===== config.mk =====
export PLATFORM = sky130hd
export DESIGN_NAME = score_keeper
export DESIGN_NICKNAME = d
export VERILOG_FILES = /design/src/rtl/score_keeper.sv
export SDC_FILE = /design/constraint.sdc
export NUM_CORES = 1
export LEC_CHECK = 0
export ABC_AREA = 1
export ABC_CLOCK_PERIOD_IN_PS = 2300
export BUFFER_PORTS_ARGS = -buffer_cell sky130_fd_sc_hd__buf_2
export CAP_MARGIN = 20
export CORE_MARGIN = 10
export CORE_UTILIZATION = 40
export DETAILED_ROUTE_END_ITERATION = 8
export PLACE_DENSITY_LB_ADDON = 0.05
export SYNTH_ARGS = -nofsm -noshare
export SYNTH_HDL_FRONTEND = slang
export SYNTH_SLANG_ARGS = --single-unit
export TNS_END_PERCENT = 1

===== constraint.sdc =====
create_clock -name clk -period 2.3 [get_ports clk]
set_clock_uncertainty 0.05 [all_clocks]
set_input_delay 0.345 -clock clk [delete_from_list [all_inputs] [get_ports clk]]
set_output_delay 0.345 -clock clk [all_outputs]
set_load 0.05 [all_outputs]

===== src/rtl/score_keeper.sv =====
// Pong score and rally-state keeper: BCD scores, serve delay, game over.
// All outputs are registered and feed the seven-segment decoders directly.
module score_keeper #(
    parameter int unsigned WIN_SCORE   = 11,
    parameter int unsigned SERVE_DELAY = 50_000_000
) (
    input  logic       clk,
    input  logic       rst,
    input  logic       point_left,
    input  logic       point_right,
    input  logic       new_game,
    output logic [3:0] num3,
    output logic [3:0] num2,
    output logic [3:0] num1,
    output logic [3:0] num0,
    output logic       serve_ready,
    output logic       game_over,
    output logic       winner
);

    localparam logic [3:0]  WIN_TENS = 4'(WIN_SCORE / 10);
    localparam logic [3:0]  WIN_ONES = 4'(WIN_SCORE % 10);
    localparam logic [31:0] RELOAD   = 32'(SERVE_DELAY - 1);

    typedef enum logic [1:0] {
        SERVE_WAIT = 2'd0,
        PLAY       = 2'd1,
        GAME_OVER  = 2'd2
    } state_t;

    state_t      state, state_n;
    logic [31:0] cnt, cnt_n;
    logic [3:0]  lt_n, lo_n, rt_n, ro_n;
    logic [7:0]  l_inc, r_inc;
    logic        win_n;
    logic        pl_q, pr_q, ng_q;
    logic        ev_l, ev_r, ev_g;

    // 99 holds rather than wrapping; unreachable for legal WIN_SCORE
    function automatic logic [7:0] bcd_inc(input logic [3:0] t, input logic [3:0] o);
        if (t == 4'd9 && o == 4'd9)
            return {t, o};
        else if (o == 4'd9)
            return {t + 4'd1, 4'd0};
        else
            return {t, o + 4'd1};
    endfunction

    assign ev_l  = point_left  & ~pl_q;
    assign ev_r  = point_right & ~pr_q;
    assign ev_g  = new_game    & ~ng_q;
    assign l_inc = bcd_inc(num3, num2);
    assign r_inc = bcd_inc(num1, num0);

    always_comb begin
        state_n = state;
        cnt_n   = cnt;
        lt_n    = num3;
        lo_n    = num2;
        rt_n    = num1;
        ro_n    = num0;
        win_n   = winner;
        if (ev_g) begin
            state_n = SERVE_WAIT;
            cnt_n   = RELOAD;
            lt_n    = 4'd0;
            lo_n    = 4'd0;
            rt_n    = 4'd0;
            ro_n    = 4'd0;
            win_n   = 1'b0;
        end else begin
            case (state)
                SERVE_WAIT: begin
                    if (cnt == 32'd0)
                        state_n = PLAY;
                    else
                        cnt_n = cnt - 32'd1;
                end
                PLAY: begin
                    if (ev_l && ev_r) begin
                        state_n = SERVE_WAIT;
                        cnt_n   = RELOAD;
                    end else if (ev_l) begin
                        {lt_n, lo_n} = l_inc;
                        if (l_inc == {WIN_TENS, WIN_ONES}) begin
                            state_n = GAME_OVER;
                            win_n   = 1'b0;
                        end else begin
                            state_n = SERVE_WAIT;
                            cnt_n   = RELOAD;
                        end
                    end else if (ev_r) begin
                        {rt_n, ro_n} = r_inc;
                        if (r_inc == {WIN_TENS, WIN_ONES}) begin
                            state_n = GAME_OVER;
                            win_n   = 1'b1;
                        end else begin
                            state_n = SERVE_WAIT;
                            cnt_n   = RELOAD;
                        end
                    end
                end
                GAME_OVER: ;
                default: begin
                    state_n = SERVE_WAIT;
                    cnt_n   = RELOAD;
                end
            endcase
        end
    end

    always_ff @(posedge clk or posedge rst) begin
        if (rst) begin
            state       <= SERVE_WAIT;
            cnt         <= RELOAD;
            num3        <= 4'd0;
            num2        <= 4'd0;
            num1        <= 4'd0;
            num0        <= 4'd0;
            winner      <= 1'b0;
            serve_ready <= 1'b0;
            game_over   <= 1'b0;
            pl_q        <= 1'b0;
            pr_q        <= 1'b0;
            ng_q        <= 1'b0;
        end else begin
            state       <= state_n;
            cnt         <= cnt_n;
            num3        <= lt_n;
            num2        <= lo_n;
            num1        <= rt_n;
            num0        <= ro_n;
            winner      <= win_n;
            serve_ready <= (state_n == PLAY);
            game_over   <= (state_n == GAME_OVER);
            pl_q        <= point_left;
            pr_q        <= point_right;
            ng_q        <= new_game;
        end
    end

endmodule


==> impl_metrics.toml <==
[status]
status = "finished, final reports clean"

[floorplan]
fp.coreArea_um2 = 9150
std_cell_rows = 35
ios = 24
die_area_um2 = 13600
fp.dieH_um = 117
floorplan.initialDensity_pct = 40.8
die_w_um = 117

[clock_tree]
max-clock-path-buffers = 2
cts_tree = "built"
cts.clk_slew.worst_paths_ns = 0.10
numCtsBuffers = 5
htreeDepth = 2
clock_latency_ns = 0.31
cts_root_buf = "clkbuf_8"
hold_buffers = 0
clock-sinks = 56

[grt]
grt_usage_pct = 13.8
grt_use_met1_pct = 19.7
gr-usage-met2_pct = 21.3
grt_max_degree = 41
grt_pass1_wl_mm = 15.3
antenna_found_initial = 0
gr-total-overflow = 0
grt_pass1_vias = 3127
use_met3_pct = 2.31
top_usage_layer = "met2"

[routing]
drt-initial-drc-count = 162
firstDrtPassIters = 5
via_per_inst = 5.06
finalWirelength_mm = 9.10
postRouteAntennaNets = 0
wl_per_cell_um = 13.8
drc_errors = 0
via_count = 3341

[synth]
synth_fa_ha_area_share_pct = 1.67
ys_types = 30
synthSimpleGateAreaFrac_pct = 34.9
synth_compound_area_share_pct = 13.8
synth_ff_type = "dfrtp_1"
synth-xor-area-share_pct = 3.28
synth.area.mux_share_pct = 0
synth_edf_count = 0
synth_top_family_by_area = "simple AND/OR/NAND/NOR gates"
async_flop_share_pct = 100
synth_fp_nets = 523
avgSynthCellArea_um2 = 7.28
netlist_area_um2 = 3740
ys_seq_elements = 56
yosysWarnings = 0
synthCells = 513
yosysSeqAreaShare_pct = 38.1

[power]
seq_power_share_pct = 58.8
combPwrFrac_pct = 11.6
internal_power_uw = 1330
power_leakage_uw = 0.00191
ir_drop_v = 0.000257
netSwitchingFraction_pct = 27.4
power.share.clock_pct = 29.6
powerDensity_nw_per_um2 = 442
switching_power_uw = 502

[timing]
final_max_slew_viol_count = 0
max_freq_mhz = 483
setup_viol = 0
worst_pin_slew_ns = 0.572
period_share_pct = 89.9
min_period_ns = 2.07
hold_viol = 0
rsz0062_at_grt = "false"
slew_headroom_pct = 61.8
fin_setup_tns_ns = 0

[place]
dp.cells = 650
gp_congestion = 0.874
hpwlAfterDp_mm = 6.75
port_buffers = 23

[worst_setup_path]
cp.arrival_ns = 2.27
crit_path_end_kind = "flip-flop"
crit_required_ns = 2.50
critPathLaunchType = "flip-flop"
crit_type = "reg -> reg"
crit_path_max_fanout = 20

[final_layout]
instances_no_fill = 660
fillers = 938
fin_nets = 558
layout_common_cells = "128 x nand2_1, 68 x nor2_1, 57 x inv_1, 37 x dfrtp_1, 31 x nand3_1"
n_antenna_cell = 0
layout_commonest_cell = "nand2_1"
drive_gt1_share_pct = 22.8
area_delta_synth_final_pct = 11.0

[flow_run]
cap_violations = 0

[worst_hold_path]
hold_path_class = "in -> async"
-- registers in the layout (all words and copies together) (netlist names) --
name and flops:
cnt 32, num3 4, ng_q 1, num0 4, num2 4, state 2, num1 4, serve_ready 1
pr_q 1, winner 1, game_over 1, pl_q 1
-- Yosys cell counts, types with 5 or more instances --
library cell | n | area (um^2)
a21oi_1 | 21 | 105
buf_6 | 5 | 56.3
dfrtp_1 | 38 | 951
dfstp_2 | 18 | 473
ha_1 | 5 | 62.6
inv_1 | 58 | 218
nand2_1 | 128 | 480
nand2_2 | 13 | 81.3
nand3_1 | 31 | 155
nand4_1 | 13 | 81.3
nor2_1 | 68 | 255
nor2_2 | 8 | 50.1
nor3_1 | 12 | 60.1
o21ai_0 | 20 | 100
o21ai_2 | 28 | 245
o22ai_1 | 9 | 56.3
or2_2 | 5 | 31.3
xor2_1 | 10 | 87.6
-- metal layers --
| metal | routed length (um) | vias to the layer above |
|---|---|---|
| li1 | - | 1731 |
| met5 | 0 | - |
| met3 | 248 | 8 |
| met1 | 4690 | 1559 |
| met2 | 4070 | 43 |
| met4 | 95 | 0 |
-- power by group through the flow --
stage / Combinational, uW / Sequential, uW / Clock (uW)
floorplan: 136 / 1110 / 0
global placement: 214 / 1100 / 0
detailed placement: 216 / 1100 / 0
CTS: 216 / 1080 / 570
global route: 245 / 1090 / 615
finish: 212 / 1080 / 543
-- layout make-up --
type / count / area [um^2] / area share (%)
clock inverters: 1 / 5.00 / 0.121
inverters: 61 / 229 / 5.52
repair buffers: 36 / 268 / 6.46
clock buffers: 7 / 76.3 / 1.84
flip-flops and latches: 56 / 1430 / 34.4
multi-input cells: 388 / 2000 / 48.3
well taps: 111 / 139 / 3.35
-- through the flow --
stage          cell area, um^2  util, %  hold WS, ns  setup WS, ns  total power [uW]
6_report                  4150     45.3       0.0215         0.231              1830
5_1_grt                   4150     45.3       0.0505        0.0230              1950
4_1_cts                   4110     44.9       0.0320         0.151              1860
2_1_floorplan             3740        -        0.326         0.183              1250
3_5_place_dp              4030     44.0        0.383         0.183              1310
3_3_place_gp              4030     44.0        0.377         0.245              1310
-- worst paths after layout --
path	startpoint	end	slack (ns)	depth (start not counted)
worst min-delay path	rst	num0[1]$_DFFE_PP0P_	0.02	2
worst min register to register	cnt[0]$_DFFE_PP1P_	cnt[0]$_DFFE_PP1P_	0.44	2
worst max-delay path	num2[2]$_DFFE_PP0P_	cnt[29]$_DFFE_PP0P_	0.23	12
min in group clk	point_left	pl_q$_DFF_PP0_	0.09	1
max in group asynchronous	rst	cnt[21]$_DFFE_PP1P_	1.52	3
worst max register to register	num2[2]$_DFFE_PP0P_	cnt[29]$_DFFE_PP0P_	0.23	12
-- logic make-up after synthesis --
group                      count (synthesis)
AOI/OAI and AO/OA                         79
xor gates and xnor gates                  14
adders and majority gates                  5
buffers and inverters                     69
DFF                                       56
and+or+nand+nor                          290
-- what timing repair did --
item | 4_1_cts | 5_1_grt
setup endpoints to repair | 0 | 21
buffers inserted | 0 | 1
endpoints found under the hold margin | 0 | 0
resized for setup | 0 | 1
-- critical path, cell delays in order, from the launching register on --
cell	delay, ns
dfrtp_1	0.42
inv_1	0.10
nand2_1	0.12
nor2_4	0.20
nand2_1	0.12
nand2_1	0.10
nand2_1	0.09
nor3_1	0.15
nand3_1	0.15
nand3_4	0.14
clkbuf_16	0.23
nand2_2	0.06
o21ai_2	0.05
Note: power is estimated with default switching activity, not from simulation.
